<file path="src/rtl/gpi_debounce_core_if.sv">
`default_nettype none
// ============================================================================
//  Module      : gpi_debounce_core_if
//  Description : MMIO slot bus between the processor-side master and the
//                debounced-input core (select, strobes, address, data, irq).
//  Revision    : 1.0  initial release
// ============================================================================
interface gpi_debounce_core_if;
  logic        cs;
  logic        read;
  logic        write;
  logic [4:0]  addr;
  logic [31:0] wr_data;
  logic [31:0] rd_data;
  logic        irq;

  modport master (
    output cs, read, write, addr, wr_data,
    input  rd_data, irq
  );

  modport slave (
    input  cs, read, write, addr, wr_data,
    output rd_data, irq
  );
endinterface
`default_nettype wire

</file>
<file path="src/rtl/gpi_debounce_core.sv">
`default_nettype none
// ============================================================================
//  Module      : gpi_debounce_core
//  Description : Synchronises and debounces W external inputs, latches
//                debounced rise/fall edges in write-1-to-clear registers and
//                raises a maskable level interrupt.
//  Revision    : 1.0  initial release
// ============================================================================
module gpi_debounce_core #(
  parameter int W        = 4,
  parameter int DB_TICKS = 1_000_000
) (
  input  logic                   clk,
  input  logic                   reset,
  gpi_debounce_core_if.slave     bus,
  input  logic [W-1:0]           din
);

  localparam int                c_cnt_w   = $clog2(DB_TICKS);
  localparam logic [c_cnt_w-1:0] c_cnt_max = c_cnt_w'(DB_TICKS - 1);

  localparam logic [1:0] c_addr_deb  = 2'd0;
  localparam logic [1:0] c_addr_rise = 2'd1;
  localparam logic [1:0] c_addr_fall = 2'd2;
  localparam logic [1:0] c_addr_mask = 2'd3;

  logic [W-1:0] r_sync1;
  logic [W-1:0] r_sync2;
  logic [W-1:0] r_deb;
  logic [W-1:0] r_rise;
  logic [W-1:0] r_fall;
  logic [W-1:0] r_mask;
  logic         r_irq;

  logic [W-1:0] w_deb_upd;
  logic         w_wr;
  logic [W-1:0] w_clr_rise;
  logic [W-1:0] w_clr_fall;
  logic [31:0]  w_rd_data;
  logic         w_unused;

  // Read strobe has no side effects and upper address/data bits are not decoded.
  assign w_unused = ^{bus.read, bus.addr[4:2], bus.wr_data};

  // Two-flop synchroniser for the asynchronous pins.
  always_ff @(posedge clk) begin
    if (!reset) begin
      r_sync1 <= '0;
      r_sync2 <= '0;
    end else begin
      r_sync1 <= din;
      r_sync2 <= r_sync1;
    end
  end

  generate
    for (genvar i = 0; i < W; i++) begin : g_bit
      logic [c_cnt_w-1:0] r_cnt;

      // Count consecutive cycles the synchronised input differs from the
      // debounced level; any return to the old level restarts the count.
      always_ff @(posedge clk) begin
        if (!reset) begin
          r_cnt <= '0;
        end else if ((r_sync2[i] == r_deb[i]) || (r_cnt == c_cnt_max)) begin
          r_cnt <= '0;
        end else begin
          r_cnt <= r_cnt + c_cnt_w'(1);
        end
      end

      assign w_deb_upd[i] = (r_sync2[i] != r_deb[i]) && (r_cnt == c_cnt_max);
    end
  endgenerate

  assign w_wr       = bus.cs && bus.write;
  assign w_clr_rise = (w_wr && (bus.addr[1:0] == c_addr_rise)) ? bus.wr_data[W-1:0] : '0;
  assign w_clr_fall = (w_wr && (bus.addr[1:0] == c_addr_fall)) ? bus.wr_data[W-1:0] : '0;

  // Debounced level, edge latches (set beats same-cycle clear), mask and irq.
  always_ff @(posedge clk) begin
    if (!reset) begin
      r_deb  <= '0;
      r_rise <= '0;
      r_fall <= '0;
      r_mask <= '0;
      r_irq  <= 1'b0;
    end else begin
      r_deb  <= r_deb ^ w_deb_upd;
      r_rise <= (r_rise & ~w_clr_rise) | (w_deb_upd & r_sync2);
      r_fall <= (r_fall & ~w_clr_fall) | (w_deb_upd & ~r_sync2);
      if (w_wr && (bus.addr[1:0] == c_addr_mask)) begin
        r_mask <= bus.wr_data[W-1:0];
      end
      r_irq  <= |((r_rise | r_fall) & r_mask);
    end
  end

  // Combinational read mux; unused upper bits read as zero.
  always_comb begin
    w_rd_data = '0;
    case (bus.addr[1:0])
      c_addr_deb:  w_rd_data[W-1:0] = r_deb;
      c_addr_rise: w_rd_data[W-1:0] = r_rise;
      c_addr_fall: w_rd_data[W-1:0] = r_fall;
      default:     w_rd_data[W-1:0] = r_mask;
    endcase
  end

  assign bus.rd_data = w_rd_data;
  assign bus.irq     = r_irq;

endmodule
`default_nettype wire
</file>
<file path="src/flat_wrapper.sv">
// flat-port wrapper written by rule: the top's interface ports become plain ports
module gpi_debounce_core_flat 
#(
  parameter int W        = 4,
  parameter int DB_TICKS = 1_000_000
)
  (clk, reset, din, bus_cs, bus_read, bus_write, bus_addr, bus_wr_data, bus_rd_data, bus_irq);
  gpi_debounce_core_if bus_i ();
  input  logic clk;
  input  logic reset;
  input  logic [W-1:0] din;
  input wire logic [$bits(bus_i.cs)-1:0] bus_cs;
  input wire logic [$bits(bus_i.read)-1:0] bus_read;
  input wire logic [$bits(bus_i.write)-1:0] bus_write;
  input wire logic [$bits(bus_i.addr)-1:0] bus_addr;
  input wire logic [$bits(bus_i.wr_data)-1:0] bus_wr_data;
  output wire logic [$bits(bus_i.rd_data)-1:0] bus_rd_data;
  output wire logic [$bits(bus_i.irq)-1:0] bus_irq;
  assign bus_i.cs = bus_cs;
  assign bus_i.read = bus_read;
  assign bus_i.write = bus_write;
  assign bus_i.addr = bus_addr;
  assign bus_i.wr_data = bus_wr_data;
  assign bus_rd_data = bus_i.rd_data;
  assign bus_irq = bus_i.irq;
  gpi_debounce_core #(.W(W), .DB_TICKS(DB_TICKS)) u_core (.clk(clk), .reset(reset), .bus(bus_i), .din(din));
endmodule
</file>
<file path="config.mk">
export PLATFORM = sky130hd
export DESIGN_NAME = gpi_debounce_core_flat
export DESIGN_NICKNAME = d
export VERILOG_FILES = /design/src/rtl/gpi_debounce_core_if.sv /design/src/rtl/gpi_debounce_core.sv /design/src/flat_wrapper.sv
export SDC_FILE = /design/constraint.sdc
export NUM_CORES = 1
export LEC_CHECK = 0
export BUFFER_PORTS_ARGS = -buffer_cell sky130_fd_sc_hd__buf_2
export CAP_MARGIN = 20
export CORE_ASPECT_RATIO = 0.5
export CORE_UTILIZATION = 43
export CTS_CLUSTER_DIAMETER = 80
export CTS_CLUSTER_SIZE = 10
export DETAILED_ROUTE_END_ITERATION = 8
export PLACE_DENSITY = 0.63
export SYNTH_ARGS = -nofsm -noshare
export SYNTH_HDL_FRONTEND = slang
export SYNTH_SLANG_ARGS = --single-unit
export TNS_END_PERCENT = 10
</file>
<file path="constraint.sdc">
create_clock -name clk -period 3.3 [get_ports clk]
set_input_delay 0.165 -clock clk [delete_from_list [all_inputs] [get_ports clk]]
set_output_delay 0.165 -clock clk [all_outputs]
set_load 0.1 [all_outputs]
</file>
==> impl_metrics.csv <==
group,metric,value,unit
layout,final_layout_size_suffix_gt1_frac,0.07853,
route,wl_per_cell,12.01,µm
status,outcome,"complete, no violations",
critical_path,cpPeakStageDelay,0.66,ns
route,drc,0,
critical_path,required,3.57,ns
global_routing,track_usage,0.1547,
critical_path,cp_top_family,"simple AND/OR/NAND/NOR gates",
place,post-dp-hpwl,5742,µm
clock_network,cts_tree,"done",
synthesis,synth_cell_type_count,41,
die,io_pins,79,
critical_path,path_common_cell,"or4_1",
critical_path,worstSetupPathType,"reg2reg",
layout,area_growth,8.141,%
route,ant_nets,0,
place,placed_cell_area,0.004972,mm²
route,drtPass1Iterations,7,
critical_path,cp_data_arrival_time,2.38,ns
worst_hold_path,hold_class,"in2reg",
synthesis,syn_inst,560,
critical_path,crit_path_start_kind,"flip-flop",
timing,finalCriticalPeriod,2.112,ns
clock_network,cts_buffers,9,
synthesis,synthFlopType,"dfxtp_1",
global_routing,grt_pass1_vias,3272,
global_routing,grt_pass1_wl,15080,µm
job,cap_violations,0,
timing,tns,0,ns
die,dieWidth,152.5,µm
layout,register_area,0.002102,mm²
die,fp.dieH,77.27,µm
timing,rsz0062_at_grt,"no",
clock_network,cts_hold_buf,0,
place,place.gp.congestion,0.7639,
layout,utilization,0.4784,
die,die_area,0.01179,mm²
timing,max_freq,0.4735,GHz
clock_network,clockRootBuffer,"clkbuf_16",
synthesis,avgSynthCellArea,8.700,µm²
clock_network,postCtsResizedCells,0,
critical_path,crit_fanout,8,
route,first_iter_violations,176,
route,via_per_inst,5.169,
clock_network,clkTransAtPathRegs,0.07,ns
layout,postLayoutCellArea,0.005269,mm²
route,route.vias.total,3711,
clock_network,post_cts_buffers,0,
global_routing,antenna_found_initial,0,
synthesis,yosys_warnings,0,
route,wl,8621,µm
timing,slew_violations,0,
layout,fin_nets,618,
synthesis,synth-seq-area-share,0.4314,
synthesis,ys_ff_latch,105,
synthesis,synth_edf_count,0,
pwr,leakagePower,1.715,nW
pwr,p_per_area,479.6,mW/mm²
critical_path,worstPathCellList,"ha_1 > nand2_1 > or4_1 > or4_1 > a21oi_1",
timing,hold_viol,0,
place,port-buffer-count,18,
critical_path,critPathCaptureType,"flip-flop",
layout,antennaDiodeCount,0,
synthesis,async_flop_share,0,
global_routing,grt_start_max_net_pins,21,
layout,fillCellCount,1032,
die,rows,27,
critical_path,cp_slowest_cell,"or4_1",
clock_network,clockBufferDepth,2,
timing,finalClockSkew,0.009339,ns
critical_path,path_buf_inv,0,
die,core,0.01101,mm²
layout,multi_input_area,0.002497,mm²
clock_network,clock_latency,0.34,ns
timing,finalSetupViolCount,0,
clock_network,cts_max_level,3,
pwr,irDropWorstVdd,0.0002526,V
die,start_util,0.4424,
global_routing,gr-total-overflow,0,
timing,min_period_over_period,0.6400,
clock_network,clock-sinks,105,
synthesis,synth_area,0.004872,mm²
## cell usage after synthesis, types with 2 or more instances
cell type	instances	area (µm²)
nor4bb_1	3	30.03
o211ai_1	4	30.03
xor2_1	32	280.3
nor3_1	7	35.03
nand3_1	31	155.2
nor2b_1	2	12.51
buf_4	28	210.2
mux2i_1	4	40.04
nand2_1	29	108.9
or4_1	14	105.1
nand4_1	22	137.6
nand4b_1	4	35.03
and2_1	15	93.84
xnor2_1	20	175.2
or3_1	17	106.4
dfxtp_1	105	2102
o31ai_1	9	67.56
and4_1	6	52.55
a21oi_1	31	155.2
buf_2	2	10.01
nor4_1	11	68.82
o21a_1	4	30.03
ha_1	4	50.05
nor4b_1	2	17.52
a21boi_0	4	30.03
mux4_2	4	90.09
nor3b_1	3	22.52
inv_1	19	71.32
clkbuf_1	22	82.58
nand2b_1	2	12.51
nor2_1	63	236.5
o21ai_0	22	110.1
and3_1	7	43.79
## metrics by stage
stage / worst slack [ns] / power (mW) / std cells / hold WS [ns]
2_1_floorplan: 1.352 / 1.497 / 587 / 0.2867
3_3_place_gp: 1.226 / 1.490 / 702 / 0.3688
3_5_place_dp: 1.201 / 1.490 / 702 / 0.3785
4_1_cts: 1.186 / 2.555 / 718 / 0.02009
5_1_grt: 1.083 / 2.606 / 718 / 0.02722
6_report: 1.188 / 2.527 / 718 / 0.02597
## registers in the layout, indices dropped and copies added, names as in the netlist, named ones only
name                count
u_core.bus.irq          1
u_core.g_bit.r_cnt     80
u_core.r_fall           4
u_core.r_mask           4
u_core.r_rise           4
u_core.r_sync1          4
u_core.r_sync2          4
## per-layer routing
| metal | vias up | part of all wire | global-route usage |
|---|---|---|---|
| met4 | 0 | 0.0046 | 0.03333 |
| li1 | 1927 | - | - |
| met5 | - | 0 | 0 |
| met2 | 56 | 0.46 | 0.2604 |
| met1 | 1722 | 0.51 | 0.1997 |
| met3 | 6 | 0.027 | 0.04070 |
## cells in the final DEF, fill, tap and decap left out, types with 2 or more instances in the layout
| cell type | synthesis | routed |
|---|---|---|
| o31ai_1 | 9 | 9 |
| and2_1 | 15 | 15 |
| buf_4 | 28 | 4 |
| clkbuf_16 | 0 | 9 |
| clkinv_2 | 0 | 2 |
| o21a_1 | 4 | 4 |
| dfxtp_1 | 105 | 105 |
| nor4bb_1 | 3 | 3 |
| nand4b_1 | 4 | 4 |
| nor4_1 | 11 | 11 |
| nor2_1 | 63 | 63 |
| nor2b_1 | 2 | 2 |
| or3_1 | 17 | 17 |
| o211ai_1 | 4 | 4 |
| or4_1 | 14 | 14 |
| nor3_1 | 7 | 7 |
| and3_1 | 7 | 7 |
| ha_1 | 4 | 4 |
| nand4_1 | 22 | 22 |
| nand2b_1 | 2 | 2 |
| xnor2_1 | 20 | 20 |
| nand3_1 | 31 | 31 |
| buf_2 | 2 | 18 |
| nand2_1 | 29 | 29 |
| conb_1 | 1 | 28 |
| mux4_2 | 4 | 4 |
| nor3b_1 | 3 | 3 |
| mux2i_1 | 4 | 4 |
| a21oi_1 | 31 | 31 |
| xor2_1 | 32 | 32 |
| and4_1 | 6 | 6 |
| nor4b_1 | 2 | 2 |
| o21ai_0 | 22 | 22 |
| a21boi_0 | 4 | 4 |
| inv_1 | 19 | 19 |
## kinds of logic (layout without fill, tap and decap cells)
| family | Yosys count | in the layout | synth area share |
|---|---|---|---|
| multiplexers | 8 | 8 | 0.02671 |
| AO/OA/AOI/OAI | 75 | 75 | 0.08860 |
| XOR/XNOR | 52 | 52 | 0.09348 |
| buffers and inverters | 71 | 57 | 0.07679 |
| other | 1 | 28 | 0.0007697 |
| adder cells (fa/ha/maj) | 4 | 4 | 0.01027 |
| AND/OR/NAND/NOR | 244 | 244 | 0.2720 |
| flip-flops | 105 | 105 | 0.4314 |
## worst paths after layout
check,cells past startpoint,start,end,slack [ns]
worst min register to register,1,u_core.r_sync1[3]$_SDFF_PN0_,u_core.r_sync2[3]$_SDFF_PN0_,0.43
worst max register to register,5,u_core.g_bit[0].r_cnt[0]$_SDFF_PP0_,u_core.g_bit[0].r_cnt[18]$_SDFF_PP0_,1.19
worst max-delay path,5,u_core.g_bit[0].r_cnt[0]$_SDFF_PP0_,u_core.g_bit[0].r_cnt[18]$_SDFF_PP0_,1.19
worst min-delay path,2,din[2],u_core.r_sync1[2]$_SDFF_PN0_,0.03
## cell type report
class	count	area share
inverter	19	0.01354
timing repair buffer	22	0.02280
clock inverter	6	0.01282
multi-input combinational	411	0.4740
sequential	105	0.3990
clock buffer	10	0.04346
tap	145	0.03443
## where the power goes
group,leakage (nW),internal (mW),switching [mW],total (mW)
combinational,0.723,0.0167,0.167,0.183
sequential,0.847,1.27,0.00408,1.28
clock,0.144,0.593,0.474,1.07
(Power assumes the default switching activity.)
